$ cat config.mk
export PLATFORM = sky130hd
export DESIGN_NAME = trigger_capture
export DESIGN_NICKNAME = d
export VERILOG_FILES = /design/src/rtl/dso_pkg.sv /design/src/rtl/trig_detect.sv /design/src/rtl/trigger_capture.sv
export SDC_FILE = /design/constraint.sdc
export NUM_CORES = 1
export LEC_CHECK = 0
export ABC_AREA = 1
export BUFFER_PORTS_ARGS = -buffer_cell sky130_fd_sc_hd__buf_2
export CORE_UTILIZATION = 35
export CTS_CLUSTER_DIAMETER = 150
export DETAILED_ROUTE_END_ITERATION = 10
export GPL_TIMING_DRIVEN = 0
export SETUP_SLACK_MARGIN = 0.15
export SLEW_MARGIN = 40
export SYNTH_ARGS = -nofsm -noshare
export SYNTH_HDL_FRONTEND = slang
export SYNTH_SLANG_ARGS = --single-unit
export TNS_END_PERCENT = 50
$ cat constraint.sdc
create_clock -name sys_clk -period 2.5 [get_ports sys_clk]
set_input_delay 0.375 -clock sys_clk [delete_from_list [all_inputs] [get_ports sys_clk]]
set_output_delay 0.375 -clock sys_clk [all_outputs]
set_load 0.02 [all_outputs]
$ cat src/rtl/dso_pkg.sv
// Shared constants, frame-length helper and capture FSM states for the DSO trigger path.
package dso_pkg;

  localparam int ADDR_W           = 9;
  localparam int DATA_W           = 8;
  localparam int FRAME_LEN_SINGLE = 200;
  localparam int FRAME_LEN_DOUBLE = 400;

  typedef enum logic [2:0] {
    IDLE,
    PRE,
    WAIT_TRIG,
    POST,
    DONE
  } cap_state_e;

  function automatic logic [ADDR_W-1:0] frame_len(input logic double_sel);
    return double_sel ? ADDR_W'(FRAME_LEN_DOUBLE) : ADDR_W'(FRAME_LEN_SINGLE);
  endfunction

endpackage

$ cat src/rtl/trig_detect.sv
// Edge/level trigger comparator: remembers the previously stored sample and
// raises a single-cycle hit when the new sample crosses the level on the chosen edge.
module trig_detect
  import dso_pkg::*;
(
  input  logic              sys_clk,
  input  logic              rst_n,
  input  logic              sample_valid,
  input  logic              eval_en,
  input  logic [DATA_W-1:0] sample,
  input  logic [DATA_W-1:0] level,
  input  logic              slope,
  output logic              hit
);

  logic [DATA_W-1:0] prev_q;
  logic [DATA_W-1:0] prev_d;
  logic              rise;
  logic              fall;

  always_comb begin
    prev_d = prev_q;
    if (sample_valid) begin
      prev_d = sample;
    end
  end

  always_ff @(posedge sys_clk) begin
    if (!rst_n) begin
      prev_q <= '0;
    end else begin
      prev_q <= prev_d;
    end
  end

  // Level and slope are used live so a change applies to the very next strobe.
  always_comb begin
    rise = (prev_q < level) && (sample >= level);
    fall = (prev_q > level) && (sample <= level);
    hit  = sample_valid && eval_en && (slope ? rise : fall);
  end

endmodule

$ cat src/rtl/trigger_capture.sv
// Pre/post-trigger frame capture into a circular RAM of 200 or 400 samples.
// Define TRIG_AUTO_EN to build the auto-trigger timeout counter.
module trigger_capture
  import dso_pkg::*;
#(
  parameter int PRETRIG      = 32,
  parameter int AUTO_TIMEOUT = 1000
) (
  input  logic              sys_clk,
  input  logic              rst_n,
  input  logic              sample_en,
  input  logic [DATA_W-1:0] adc_db,
  input  logic              sample_type,
  input  logic [DATA_W-1:0] trig_level,
  input  logic              trig_slope,
  input  logic              arm,
  input  logic              frame_ack,
  output logic              wr_en,
  output logic [ADDR_W-1:0] wr_addr,
  output logic [DATA_W-1:0] wr_data,
  output logic [ADDR_W-1:0] trig_addr,
  output logic              busy,
  output logic              frame_done,
  output logic              auto_trig
);

  localparam logic [ADDR_W-1:0] PRE_LAST = ADDR_W'(PRETRIG - 1);

  cap_state_e        state_q, state_d;
  logic              len_sel_q, len_sel_d;
  logic [ADDR_W-1:0] ptr_q, ptr_d;
  logic [ADDR_W-1:0] cnt_q, cnt_d;
  logic              wr_en_q, wr_en_d;
  logic [ADDR_W-1:0] wr_addr_q, wr_addr_d;
  logic [DATA_W-1:0] wr_data_q, wr_data_d;
  logic [ADDR_W-1:0] trig_addr_q, trig_addr_d;

  logic              capturing;
  logic              strobe;
  logic              hit;
  logic              auto_fire;
  logic              trig_event;
  logic [ADDR_W-1:0] len_w;
  logic [ADDR_W-1:0] post_last;
  logic [ADDR_W-1:0] ptr_next;

  always_comb begin
    capturing  = (state_q == PRE) || (state_q == WAIT_TRIG) || (state_q == POST);
    strobe     = sample_en && capturing;
    trig_event = hit || auto_fire;
    len_w      = frame_len(len_sel_q);
    post_last  = len_w - ADDR_W'(PRETRIG + 2);
    ptr_next   = (ptr_q == len_w - ADDR_W'(1)) ? '0 : ptr_q + ADDR_W'(1);
  end

  trig_detect u_trig_detect (
    .sys_clk      (sys_clk),
    .rst_n        (rst_n),
    .sample_valid (strobe),
    .eval_en      (state_q == WAIT_TRIG),
    .sample       (adc_db),
    .level        (trig_level),
    .slope        (trig_slope),
    .hit          (hit)
  );

`ifdef TRIG_AUTO_EN
  localparam int AUTO_W = $clog2(AUTO_TIMEOUT + 1);

  logic [AUTO_W-1:0] auto_cnt_q, auto_cnt_d;
  logic              auto_trig_q, auto_trig_d;

  // A real crossing on the timeout strobe wins, so auto_trig stays clear then.
  always_comb begin
    auto_cnt_d  = auto_cnt_q;
    auto_trig_d = auto_trig_q;
    auto_fire   = strobe && (state_q == WAIT_TRIG) && !hit &&
                  (auto_cnt_q == AUTO_W'(AUTO_TIMEOUT - 1));
    if (state_q != WAIT_TRIG) begin
      auto_cnt_d = '0;
    end else if (strobe) begin
      auto_cnt_d = auto_cnt_q + AUTO_W'(1);
    end
    if (hit || auto_fire) begin
      auto_trig_d = auto_fire;
    end
  end

  always_ff @(posedge sys_clk) begin
    if (!rst_n) begin
      auto_cnt_q  <= '0;
      auto_trig_q <= 1'b0;
    end else begin
      auto_cnt_q  <= auto_cnt_d;
      auto_trig_q <= auto_trig_d;
    end
  end

  assign auto_trig = auto_trig_q;
`else
  assign auto_fire = 1'b0;
  assign auto_trig = 1'b0;
`endif

  always_ff @(posedge sys_clk) begin
    if (!rst_n) begin
      state_q <= IDLE;
    end else begin
      state_q <= state_d;
    end
  end

  always_comb begin
    state_d = state_q;
    case (state_q)
      IDLE:      if (arm) state_d = PRE;
      PRE:       if (strobe && (cnt_q == PRE_LAST)) state_d = WAIT_TRIG;
      WAIT_TRIG: if (trig_event) state_d = POST;
      POST:      if (strobe && (cnt_q == post_last)) state_d = DONE;
      DONE:      if (frame_ack) state_d = IDLE;
      default:   state_d = IDLE;
    endcase
  end

  always_comb begin
    busy       = 1'b0;
    frame_done = 1'b0;
    case (state_q)
      PRE, WAIT_TRIG, POST: busy       = 1'b1;
      DONE:                 frame_done = 1'b1;
      default:              ;
    endcase
  end

  // Each phase counts only its own writes; the counter restarts on every state change.
  always_comb begin
    len_sel_d   = len_sel_q;
    ptr_d       = ptr_q;
    cnt_d       = cnt_q;
    wr_en_d     = 1'b0;
    wr_addr_d   = wr_addr_q;
    wr_data_d   = wr_data_q;
    trig_addr_d = trig_addr_q;
    if ((state_q == IDLE) && arm) begin
      len_sel_d = sample_type;
      ptr_d     = '0;
      cnt_d     = '0;
    end
    if (strobe) begin
      wr_en_d   = 1'b1;
      wr_addr_d = ptr_q;
      wr_data_d = adc_db;
      ptr_d     = ptr_next;
      if (state_q != WAIT_TRIG) begin
        cnt_d = cnt_q + ADDR_W'(1);
      end
    end
    if (state_d != state_q) begin
      cnt_d = '0;
    end
    if (trig_event) begin
      trig_addr_d = ptr_q;
    end
  end

  always_ff @(posedge sys_clk) begin
    if (!rst_n) begin
      len_sel_q   <= 1'b0;
      ptr_q       <= '0;
      cnt_q       <= '0;
      wr_en_q     <= 1'b0;
      wr_addr_q   <= '0;
      wr_data_q   <= '0;
      trig_addr_q <= '0;
    end else begin
      len_sel_q   <= len_sel_d;
      ptr_q       <= ptr_d;
      cnt_q       <= cnt_d;
      wr_en_q     <= wr_en_d;
      wr_addr_q   <= wr_addr_d;
      wr_data_q   <= wr_data_d;
      trig_addr_q <= trig_addr_d;
    end
  end

  assign wr_en     = wr_en_q;
  assign wr_addr   = wr_addr_q;
  assign wr_data   = wr_data_q;
  assign trig_addr = trig_addr_q;

endmodule
==> results.tsv, run 1 <==
metric	value	unit
status	finished, final reports clean	
area leader, netlist	dfxtp_1	
Worst Setup End Kind	flop	
final hold violation count	0	
Detailed Route Iter0 Violations	123	
crit path DAT	2.21	ns
DIE WIDTH	88.4	um
Resized cells post-CTS	0	
Final WS setup	0.547	ns
Seq cells post-synth	49	
Synth area leaders	dfxtp_1 38%, nand2_1 10%, ha_1 9.1%, inv_1 7.2%, o21ai_0 6.7%	
Setup Viol. Count Final	0	
YS warnings	0	
Mapped Nets	417	
fin crit share	78.1	%
H-Tree Depth	2	
IO Count	53	
die area	7810	um^2
total grt overflow	0	
Core ar.	7210	um^2
final net count	475	
total CTS buffers	5	
RSZ-0062 raised after global routing	false	
Worst Path Required	2.75	ns
share of flip-flops with an asynchronous set or reset	0	%
postcts setup bufs	0	
Synth top cells by count	72 x nand2_1, 50 x inv_1, 49 x dfxtp_1	
Slew @ Worst Pin	0.621	ns
worst vdd ir	215	uV
number of synthesized flops with an enable pin	0	
CP Launch Type	flop	
setup TNS	0	ns
skew final	0.0119	ns
FMAX	0.512	GHz
port buffer count	51	
DR WL/cell	11.6	um
num rows	31	
GRT Overall Usage	17.8	%
Mapped Avg Cell Area	6.97	um^2
pwr/cell area	479	nW/um^2
fill count	811	
hold_buf cts	0	
RR Startpoint	u_trig_detect.prev_q[3]	
hold path startpoint	adc_db[3]	
Synth cell types	36	
largest net degree at the start of global routing	17	
fin area	3080	um^2
router iterations before antenna repair	4	
clock sink count	49	
total power	1.48	mW
Post-synth top flop	dfxtp_1	
top-count cell post-synth	nand2_1	
Seq/Total Area, Yosys	37.5	%
critical path class	flop to flop	
pre-CTS setup slack	0.337	ns
Post-DP HPWL	4730	um
Hold WC Path Type	input pin to flop	
max-cap check violation count	0	
routability cong.	0.841	
Cell Area, Synth	2610	um^2
Slew Limit Headroom	58.4	%
Area Overhead vs Synth	18.0	%
Clock Path Buffers	2	
Post-DRT Antenna Nets	0	
diode count	0	
Leakage	1.38	nW
total wire length	6210	um
vias in the first global route	2292	
DRC violations left	0	
Reg clk slew, reported paths	0.10	ns
Slew Limit Fails	0	
initial antenna violation count	0	
vias per std cell	4.78	
top cell type's share of synthesized area	37.5	%
Crit. Startpoint	u_trig_detect.prev_q[3]	
Clock Latency Late Sink	0.31	ns
die extent in y	88.4	um
Post-Syn Instances	375	
Via Count	2550	
layout cells sized above 1	16.8	%
CTS tree	yes	
critical-path maximum fanout	10	
first-pass GRT wire length	10800	um
post-placement cell area	2990	um^2
Initial Util	36.2	%
final period demand of the worst path	1.95	ns
cell chosen for the clock root	clkbuf_8	
kinds of logic (layout without fill, tap and decap cells):
family	after synthesis	after routing	share of synthesized area [%]
other	1	1	0.144
and+or+nand+nor	162	162	27.1
xor gates and xnor gates	1	1	0.335
buffers and inverters	63	122	9.39
AOI/OAI and AO/OA	80	80	16.4
DFF	49	49	37.5
adders and majority gates	19	19	9.10
power breakdown:
group          switching [mW]  internal, mW
sequential             0.0114         0.795
combinational           0.126        0.0668
clock                   0.277         0.199
registers in the layout (all words and copies together), names as in the netlist:
name                  count
ptr_q                     9
trig_addr                 9
wr_addr                   9
cnt_q                     9
len_sel_q                 1
state_q                   3
wr_en                     1
u_trig_detect.prev_q      8
routing by layer:
layer / routed length [um] / global-route usage, % / up-vias
li1: - / - / 1339
met1: 3030 / 24.2 / 1159
met2: 2880 / 28.5 / 45
met3: 229 / 2.99 / 7
met4: 70 / 6.16 / 0
met5: 0 / 0 / -
cell usage in the layout (no fill, tap or decap):
master,n
clkinv_4,3
inv_2,2
ha_1,19
o21a_1,1
o21ai_0,35
nand3_1,20
nand4_1,6
nor4_2,1
inv_1,50
clkbuf_1,8
nor2_2,1
nor2_4,2
o21ai_1,1
dfxtp_1,49
a21o_1,1
nand2_1,72
or2_2,1
nand2_4,1
and2_1,1
clkbuf_8,5
nor2_1,45
nand2_2,2
o22ai_1,1
a21oi_2,1
nor3_1,8
clkinv_1,1
a211oi_1,1
buf_4,1
o21ai_2,1
nor4_1,1
xor2_1,1
a32o_1,1
a21oi_1,34
buf_2,51
conb_1,1
o31ai_1,2
a31oi_1,1
clkinv_2,1
nand3b_1,1
worst paths after layout:
kind | to | cells after the start | slack, ns
setup / recovery | trig_addr[3] | 13 | 0.55
hold / removal | u_trig_detect.prev_q[3] | 3 | 0.32
setup reg to reg | trig_addr[3] | 13 | 0.55
hold reg to reg | wr_addr[2] | 2 | 0.47
stage by stage:
stage	utilization (%)	hold WS [ns]	cells
final	42.7	0.316	533
after global routing	42.7	0.322	533
after CTS	42.7	0.313	533
after detailed placement	41.5	0.455	525
after global placement	41.5	0.452	525
after floorplan	-	0.455	375
worst max-delay path, cell delays in order, from the launching register on:
cell      delay [ns]
dfxtp_1         0.34
ha_1            0.29
nand2_1         0.05
inv_1           0.06
nand2_1         0.05
nand2_1         0.06
nand2_1         0.06
and2_1          0.14
nand2_1         0.06
nand2_1         0.04
nand3_1         0.12
clkbuf_1        0.35
o21ai_0         0.16
nor2_1          0.11
cell type report:
| class | count | area (um^2) | share of cell area, % |
|---|---|---|---|
| multi-input combinational | 263 | 1390 | 45.0 |
| sequential | 49 | 981 | 31.8 |
| timing repair buffer | 51 | 255 | 8.28 |
| inverter | 54 | 208 | 6.74 |
| tap | 99 | 124 | 4.02 |
| clock buffer | 5 | 68.8 | 2.23 |
| buffer | 9 | 37.5 | 1.22 |
| clock inverter | 3 | 22.5 | 0.731 |
Note: power is estimated with default switching activity, not from simulation.
==> run 2, diff against run 1 <==
--- a/config.mk
+++ b/config.mk
@@ -5,7 +5,7 @@
 export SDC_FILE = /design/constraint.sdc
 export NUM_CORES = 1
 export LEC_CHECK = 0
-export ABC_AREA = 1
+export ABC_AREA = 0
 export BUFFER_PORTS_ARGS = -buffer_cell sky130_fd_sc_hd__buf_2
 export CORE_UTILIZATION = 35
 export CTS_CLUSTER_DIAMETER = 150
==> constraint.sdc (replaced) <==
create_clock -name sys_clk -period 2 [get_ports sys_clk]
set_input_delay 0.3 -clock sys_clk [delete_from_list [all_inputs] [get_ports sys_clk]]
set_output_delay 0.3 -clock sys_clk [all_outputs]
set_load 0.02 [all_outputs]
==> run 2 against run 1 <==
  * The run now ends with setup timing left
  * Register-to-register slack got worse by 0.56 ns
  * Sequential share of layout area decreased by 2.2 points
  * Synthesized cell count decreased by 15%
  * Via count is 5.8% lower
  * Combinational power grew 31%
  * Critical path depth decreased by 5
  * Non-clock buffer count up 15
  * Final area up 9.5%
  * Critical endpoint is now trig_addr[7]
==> results.tsv, run 2 <==
metric	value	unit	change
status	complete, but fails checks		
failing checks	setup timing		
worst vdd ir	221	uV	+2.7%
RR Startpoint	u_trig_detect.prev_q[1]		
DIE WIDTH	88.7	um	+0.31%
skew final	0.00701	ns	-0.00488 ns
sw frac	27.3	%	-0.79 points
switching pwr	0.505	mW	+22%
Seq/Total Area, Yosys	37.3	%	-0.23 points
first-pass GRT wire length	10000	um	-7.1%
Initial Util	36.2	%	about the same
final hold violation count	0		unchanged
r2r endpoint	trig_addr[7]		
num rows	31		unchanged
top-count cell post-synth	nand2_1		
pwr/cell area	548	nW/um^2	+14%
DR WL/cell	13.0	um	+12%
die extent in y	88.7	um	+0.31%
router iterations before antenna repair	4		unchanged
Worst Path Required	2.24	ns	-0.51 ns
routability cong.	0.894		+6.3%
crit path DAT	2.26	ns	+0.05 ns
Detailed Route Iter0 Violations	149		+21%
Logic pwr share	13.7	%	+0.6 points
YS warnings	0		unchanged
Synth cell types	47		+31%
FMAX	0.496	GHz	-3.2%
number of synthesized flops with an enable pin	0		unchanged
Reg clk slew, reported paths	0.09	ns	about the same
fin area	3380	um^2	+9.5%
DRC violations left	0		unchanged
top cell type's share of synthesized area	37.3	%	-0.23 points
Via Count	2401		-5.8%
Post-synth top flop	dfxtp_1		
critical path class	flop to flop		
final period demand of the worst path	2.02	ns	+0.0640 ns
Final WS setup	-0.0173	ns	-0.564 ns
CP Launch Type	flop		
total wire length	6340	um	+2.1%
cell chosen for the clock root	clkbuf_8		
Area Overhead vs Synth	28.5	%	
worst reg-to-reg path cell count	8		-5
final net count	430		-9.5%
critical-path maximum fanout	5		-5
commonest non-fill, non-tap cells in the layout	68 x nand2_1, 51 x buf_2, 36 x dfxtp_1		
area leader, netlist	dfxtp_1		
Seq cells post-synth	49		unchanged
clock sink count	49		unchanged
commonest non-fill, non-tap cell in the layout	nand2_1		
Worst Setup End Kind	flop		
IO Count	53		unchanged
die area	7860	um^2	+0.61%
RSZ-0062 raised after global routing	true		
layout cells sized above 1	29.3	%	+12 points
Slew @ Worst Pin	0.556	ns	-0.0652 ns
vias in the first global route	2150		-6.2%
crit path to	trig_addr[7]		
Slew Limit Headroom	62.8	%	+4.4 points
Power Internal	1.34	mW	+27%
Mapped Avg Cell Area	8.24	um^2	+18%
max-cap check violation count	0		unchanged
vias per std cell	4.92		+2.8%
Post-Syn Instances	319		-15%
Post-DP HPWL	4330	um	-8.6%
Leakage	1.33	nW	-3.6%
GRT Overall Usage	16.5	%	-1.2 points
post-placement cell area	3050	um^2	+1.8%
Synth area leaders	dfxtp_1 37%, nand2_1 9.7%, ha_1 9.0%, a21boi_0 5.4%, mux2i_1 3.8%		
hold_buf cts	0		unchanged
H-Tree Depth	2		unchanged
R2R Setup Slk	-0.02	ns	-0.56 ns
total grt overflow	0		unchanged
Hold WC Path Type	input pin to flop		
Flop pwr share	54.1	%	-0.6 points
Cell Area, Synth	2630	um^2	+0.62%
Util after Layout	46.6	%	+3.8 points
diode count	0		unchanged
Post-DRT Antenna Nets	0		unchanged
fin crit share	101	%	+23 points
share of flip-flops with an asynchronous set or reset	0	%	unchanged
Slew Limit Fails	0		unchanged
Slowest-stage cell, CP	a221o_2		
total CTS buffers	5		unchanged
Mapped Nets	361		-13%
Clock Path Buffers	2		unchanged
Setup Viol. Count Final	6		+6
crit-path max cell delay	0.40	ns	+0.05 ns
Core ar.	7250	um^2	+0.54%
Clock Latency Late Sink	0.31	ns	about the same
Synth top cells by count	68 x nand2_1, 49 x dfxtp_1, 25 x nor2_1		
CP cell instances	ha_4, nor2b_1, o211ai_1, a21o_1, a221o_2, o21ai_4, buf_6, mux2i_1		
initial antenna violation count	0		unchanged
port buffer count	51		unchanged
largest net degree at the start of global routing	16		-1
Crit. Startpoint	u_trig_detect.prev_q[1]		
clock power share	32.2	%	about the same
CTS tree	yes		
-- run 2: cell types whose count changed after synthesis, sizes merged, moves of 7 or more --
cell | before | now
nor2b | 0 | 9
a21boi | 0 | 19
nor2 | 48 | 25
nand3 | 20 | 7
o21ai | 37 | 12
nor3 | 8 | 1
inv | 52 | 13
nand2 | 75 | 68
a21oi | 35 | 11
mux2i | 0 | 10
-- run 2: how the worst min path moves through the flow --
stage               slack [ns]         start  cells after the start                      end
floorplan                 0.44     adc_db[0]                      2  u_trig_detect.prev_q[0]
global placement          0.44  trig_addr[8]                      2             trig_addr[8]
detailed placement        0.45  trig_addr[2]                      2             trig_addr[2]
CTS                       0.24     adc_db[2]                      3  u_trig_detect.prev_q[2]
global route              0.25     adc_db[2]                      3  u_trig_detect.prev_q[2]
finish                    0.24     adc_db[2]                      3  u_trig_detect.prev_q[2]
-- run 2: power by group through the flow --
stage | clock (mW) | combinational, mW | sequential (mW)
final | 0.595 | 0.253 | 1.00
after global routing | 0.659 | 0.284 | 1.00
after CTS | 0.616 | 0.238 | 1.00
after detailed placement | 0 | 0.224 | 1.02
after global placement | 0 | 0.222 | 1.02
after floorplan | 0 | 0.140 | 1.03
-- run 2: metrics by stage --
step                TNS [ns]  hold WS (ns)  setup slack [ns]  total power, mW  std cells
floorplan                  0         0.437            0.0680             1.17        319
global placement       -2.13         0.442            -0.177             1.24        469
detailed placement     -2.45         0.449            -0.200             1.25        469
CTS                   -0.304         0.240           -0.0474             1.85        482
global route           -1.18         0.250           -0.0909             1.95        488
finish               -0.0687         0.238           -0.0173             1.85        488
-- run 2: cell type report --
type	instances	area, um^2
clock buffer	6	72.6
inverter	13	48.8
tap	99	124
buffer	14	85.1
timing repair buffer	61	334
fill	725	3880
clock inverter	2	15.0
sequential	49	1000
multi-input combinational	244	1700
-- run 2: cells by family after synthesis --
| family | Yosys count | synth area share [%] |
|---|---|---|
| compound gates | 62 | 17.0 |
| xor+xnor | 8 | 2.67 |
| fa+ha+maj | 19 | 9.04 |
| buf+inv | 27 | 4.19 |
| flops | 49 | 37.3 |
| mux | 10 | 3.81 |
| other cells | 1 | 0.143 |
| simple gates | 143 | 25.8 |
-- run 2: repair_timing --
action,4_1_cts,5_1_grt
cloned,1,2
buffers inserted,4,4
endpoints found under the setup margin,36,37
pin swaps,6,18
resized for setup,19,28
-- run 2: metal layers --
| layer | GRT usage, % | vias to the layer above | wire, um |
|---|---|---|---|
| li1 | - | 1242 | - |
| met5 | 0 | - | 0 |
| met1 | 21.7 | 1101 | 3200 |
| met4 | 4.84 | 0 | 78 |
| met2 | 27.1 | 51 | 2820 |
| met3 | 3.64 | 7 | 242 |
-- run 2: worst max-delay path: cells and delay by family, from the launching register on --
family / cells / cell delay (ns)
flip-flops: 1 / 0.35
buffers and inverters: 1 / 0.17
multiplexers: 1 / 0.19
AND/OR/NAND/NOR: 1 / 0.12
adder cells (fa/ha/maj): 1 / 0.26
AO/OA/AOI/OAI: 4 / 0.87
